$ cat src/rtl/pads_out_ctrl.sv
// Registered output-pad stage: holds pads at a safe value until boot release,
// then drives each pad from a per-channel mode (pass, force low/high, PWM-gated).
module pads_out_ctrl #(
    parameter int               N_OUT     = 9,
    parameter int               PWM_W     = 8,
    parameter logic [N_OUT-1:0] RESET_VAL = {N_OUT{1'b0}},
    parameter int               SEL_W     = (N_OUT > 1) ? $clog2(N_OUT) : 1
) (
    input  logic               clk,
    input  logic               rst_n,
    input  logic [N_OUT-1:0]   out_core,
    input  logic               release_i,
    input  logic               cfg_we,
    input  logic [SEL_W-1:0]   cfg_sel,
    input  logic [1:0]         cfg_mode,
    input  logic [PWM_W-1:0]   cfg_duty,
    output logic [PWM_W+1:0]   cfg_rdata,
    output logic               released_o,
    output logic [N_OUT-1:0]   pad
);

    typedef enum logic [1:0] {
        MODE_PASS       = 2'b00,
        MODE_FORCE_LOW  = 2'b01,
        MODE_FORCE_HIGH = 2'b10,
        MODE_PWM        = 2'b11
    } mode_e;

    mode_e              mode_q [N_OUT];
    logic [PWM_W-1:0]   duty_q [N_OUT];
    logic [PWM_W-1:0]   cnt_q;
    logic               released_q;
    logic [N_OUT-1:0]   pwm_on;
    logic [N_OUT-1:0]   pad_d;
    logic [N_OUT-1:0]   pad_q;

    // Selects at or beyond N_OUT match no channel, so they neither write nor read.
    always_ff @(posedge clk or negedge rst_n) begin
        if (!rst_n) begin
            for (int i = 0; i < N_OUT; i++) begin
                mode_q[i] <= MODE_PASS;
                duty_q[i] <= '0;
            end
        end else begin
            for (int i = 0; i < N_OUT; i++) begin
                if (cfg_we && (cfg_sel == SEL_W'(i))) begin
                    mode_q[i] <= mode_e'(cfg_mode);
                    duty_q[i] <= cfg_duty;
                end
            end
        end
    end

    always_comb begin
        cfg_rdata = '0;
        for (int i = 0; i < N_OUT; i++) begin
            if (cfg_sel == SEL_W'(i)) begin
                cfg_rdata = {mode_q[i], duty_q[i]};
            end
        end
    end

    always_ff @(posedge clk or negedge rst_n) begin
        if (!rst_n) begin
            released_q <= 1'b0;
            cnt_q      <= '0;
            pad_q      <= RESET_VAL;
        end else begin
            released_q <= released_q | release_i;
            cnt_q      <= cnt_q + PWM_W'(1);
            pad_q      <= pad_d;
        end
    end

    always_comb begin
        pwm_on = '0;
        for (int i = 0; i < N_OUT; i++) begin
            pwm_on[i] = (cnt_q < duty_q[i]);
        end
    end

    // Uses the release flag as it stood before this edge, giving one extra safe cycle after release_i.
    always_comb begin
        pad_d = RESET_VAL;
        if (released_q) begin
            for (int i = 0; i < N_OUT; i++) begin
                case (mode_q[i])
                    MODE_PASS:       pad_d[i] = out_core[i];
                    MODE_FORCE_LOW:  pad_d[i] = 1'b0;
                    MODE_FORCE_HIGH: pad_d[i] = 1'b1;
                    MODE_PWM:        pad_d[i] = out_core[i] & pwm_on[i];
                    default:         pad_d[i] = RESET_VAL[i];
                endcase
            end
        end
    end

    assign released_o = released_q;

`ifdef KMIE_IMPLEMENT_ASIC
    for (genvar g = 0; g < N_OUT; g++) begin : g_pad
        PDO12CDG u_pad (
            .I   (pad_q[g]),
            .PAD (pad[g])
        );
    end
`else
    assign pad = pad_q;
`endif

endmodule

$ cat config.mk
export PLATFORM = sky130hd
export DESIGN_NAME = pads_out_ctrl
export DESIGN_NICKNAME = d
export VERILOG_FILES = /design/src/rtl/pads_out_ctrl.sv
export SDC_FILE = /design/constraint.sdc
export NUM_CORES = 1
export LEC_CHECK = 0
export ABC_AREA = 0
export CAP_MARGIN = 20
export CORE_MARGIN = 2
export CORE_UTILIZATION = 62
export CTS_BUF_LIST = sky130_fd_sc_hd__clkbuf_4
export DETAILED_ROUTE_END_ITERATION = 12
export PLACE_DENSITY = 0.94
export SETUP_SLACK_MARGIN = 0.05
export SLEW_MARGIN = 10
export SYNTH_ARGS = -nofsm -noshare
export SYNTH_HDL_FRONTEND = slang
export SYNTH_SLANG_ARGS = --single-unit
$ cat constraint.sdc
create_clock -name clk -period 2.1 [get_ports clk]
set_input_delay 0.42 -clock clk [delete_from_list [all_inputs] [get_ports clk]]
set_output_delay 0.42 -clock clk [all_outputs]
set_load 0.005 [all_outputs]
==> out/metrics.yaml <==
critical_path:
  crit_fanout: 2
  cp-start-kind: "flop"
  reg2reg_slack_ns: 0.04
  crit_path_end_kind: "output port"
  r2r_start: "cnt_q[6]"
  reg2reg_to: "pad[4]"
  crit_required_ns: 1.68
  crit_arrival_ns: 1.83
  worstSetupPathType: "reg -> out"
  ff2ff_path_depth: 6
yosys:
  synth_edf_count: 0
  synth_nets: 722
  yosysUniqueCellTypes: 48
  synth-simple-area-share_pct: 10.4
  muxShareOfSynthArea_pct: 18.3
  yosysWarnings: 0
  synth.avg_cell_area_sq_um: 10.7
  synthXorXnorAreaFrac_pct: 0.781
  synth_compound_area_share_pct: 12.4
  synthAdderAreaFrac_pct: 11.9
  ys.flop_type: "dfrtp_1"
  syn_inst: 631
  seq_area_frac_synth_pct: 40.2
  synth_top_family_by_area: "multiplexers"
  async_reset_ff_share_pct: 100
  ys_ff_latch: 108
  syn-cell-area_sq_mm: 0.00673
cts:
  cts_sinks: 108
  clockBufferDepth: 2
  clkLatencyLatePin_ns: 0.51
  cts_buffers: 9
  cts_tree: "built"
  ctsHtreeMaxLevel: 3
  cts_root_buf: "clkbuf_4"
  clk_pin_slew_ns: 0.17
placement:
  routabilityCongestion: 1.02
  portBuffers: 46
  dpl.hpwl_mm: 14.2
  dp.cells: 855
  place_ws_ns: -0.884
  post_dp_cell_area_sq_mm: 0.00770
job:
  drv_cap: 0
grt:
  grt_pass1_wl_mm: 31.8
  grt_max_degree: 48
  grt_pass1_vias: 6034
  grt_use_total_pct: 36.3
  antenna_found_initial: 0
  grt.overflow.total: 0
route:
  wl_per_cell_um: 22.1
  drc: 0
  routed_wl_mm: 20.5
  dr_total_vias: 5987
  dr.first_iter.drc_count: 619
  postRouteAntennaNets: 0
  dr.pass1.iters: 6
  vias_per_cell: 6.45
floorplanning:
  core.rowCount: 38
  initial_core_util_pct: 62.9
  die_h_um: 108
  dieArea_sq_mm: 0.0117
  io_pins: 47
  core_area_sq_mm: 0.0107
  die_w_um: 108
cells_and_area:
  layout.cells.non_filler: 928
  design_area_sq_mm: 0.00837
  syn_to_final_growth_pct: 24.4
  n_antenna_cell: 0
  layout-drive-gt1-share_pct: 33.6
  finalCoreUtilization_pct: 78.2
  final_cell_mix: "108 x dfrtp_1, 108 x buf_4, 77 x inv_1"
  layout.nets: 874
power_and_ir_drop:
  p_switching_mw: 2.15
  combPwrFrac_pct: 38.0
  power_frac_clock_pct: 15.6
  power_mw: 6.25
  irDropWorstVdd_uv: 438
  power.internal_mw: 4.10
  seq_power_share_pct: 46.4
  sw_frac_of_total_pct: 34.4
  cellPowerDensity_mw_per_mm2: 746
  p_leak_nw: 4.15
outcome:
  outcome: "complete, but fails checks"
  violations: "setup timing"
sta:
  setup_viol: 4
  fin_setup_tns_ns: -0.296
  whs_ns: 0.422
  tightest_slew_ns: 0.641
  fmax_mhz: 445
  grt_setup_unrepaired: "true"
  min_period_ns: 2.25
  relSlewSlack_pct: 57.3
  slew_viol_final: 0
  period_share_pct: 107
  fin_ws_ns: -0.146
  finalHoldViolCount: 0
  finalClockSkew_ns: 0.0247
min_path:
  hold_path.class: "in -> async"
==> worst max-delay path by stage <==
stage,start,endpoint,depth (start not counted)
2_1_floorplan,cfg_sel[2],cfg_rdata[1],6
3_3_place_gp,cfg_sel[1],cfg_rdata[9],7
3_5_place_dp,cfg_sel[1],cfg_rdata[8],7
4_1_cts,duty_q[36],cfg_rdata[4],5
5_1_grt,duty_q[44],cfg_rdata[4],5
6_report,duty_q[32],cfg_rdata[0],5
==> power groups by stage <==
stage	Clock, mW	Sequential [mW]	Combinational [mW]
CTS	0.969	2.86	2.20
finish	0.974	2.90	2.37
global route	1.06	2.94	2.56
floorplan	0	2.81	1.19
detailed placement	0	2.94	1.87
global placement	0	2.91	1.75
==> flip-flops by register name, summed over array words and instances, names as in the netlist <==
signal	count
duty_q	72
mode_q	18
released_o	1
cnt_q	8
pad	9
==> worst max-delay path, stage by stage (launching register included) <==
cell and delay, ns:
dfrtp_1 0.42, mux2i_1 0.12, o21ai_1 0.21, a211oi_2 0.10
o31ai_1 0.29, buf_2 0.18
==> metal layers <==
| layer | global-route usage, % | part of all wire [%] | routed length (um) |
|---|---|---|---|
| met5 | 0 | 0 | 0 |
| met4 | 20.1 | 5.4 | 1110 |
| met3 | 6.15 | 8.0 | 1640 |
| met2 | 60.3 | 49 | 10100 |
| met1 | 45.2 | 37 | 7690 |
==> cell families after synthesis <==
kind of cell,after synthesis
AO/OA/AOI/OAI,125
AND/OR/NAND/NOR,124
multiplexers,108
flip-flops,108
buffers and inverters,96
adder cells (fa/ha/maj),64
XOR/XNOR,6
==> cells in the mapped netlist (3+ instances only) <==
master | n | share of area (%)
a21o_1 | 16 | 1.8
a21oi_1 | 33 | 2.5
a222oi_1 | 6 | 0.89
a22oi_1 | 3 | 0.33
a2bb2oi_1 | 3 | 0.39
and3_1 | 11 | 1.0
buf_2 | 8 | 0.60
buf_4 | 3 | 0.33
buf_6 | 3 | 0.50
clkbuf_1 | 4 | 0.22
dfrtp_1 | 108 | 40
ha_1 | 64 | 12
inv_1 | 78 | 4.4
mux2_1 | 4 | 0.67
mux2_2 | 76 | 13
mux2_4 | 10 | 2.2
mux2i_1 | 18 | 2.7
nand2_1 | 30 | 1.7
nand2b_1 | 12 | 1.1
nand3_1 | 21 | 1.6
nand3b_1 | 4 | 0.45
nor2_1 | 25 | 1.4
nor2_8 | 3 | 0.89
nor2b_1 | 3 | 0.28
o2111ai_1 | 9 | 1.2
o211ai_1 | 10 | 1.1
o21ai_0 | 17 | 1.3
o22ai_1 | 14 | 1.3
o31a_1 | 7 | 0.91
xnor2_1 | 4 | 0.52
==> what timing repair did <==
item                                   CTS  global route
setup endpoints to repair               10            10
resized for setup                       96             5
endpoints found under the hold margin   42             0
pin swaps                               24            12
buffers inserted                        44            12
hold buffers                             1             0
gates cloned                             0             0
==> final cells by class <==
cell class / count / area (sq um)
clock buffer: 13 / 97.6
clock inverter: 3 / 13.8
fill: 644 / 2330
inverter: 78 / 293
multi-input combinational: 427 / 3760
sequential: 108 / 2700
tap: 140 / 175
timing repair buffer: 159 / 1320
Note: power is estimated with default switching activity, not from simulation.
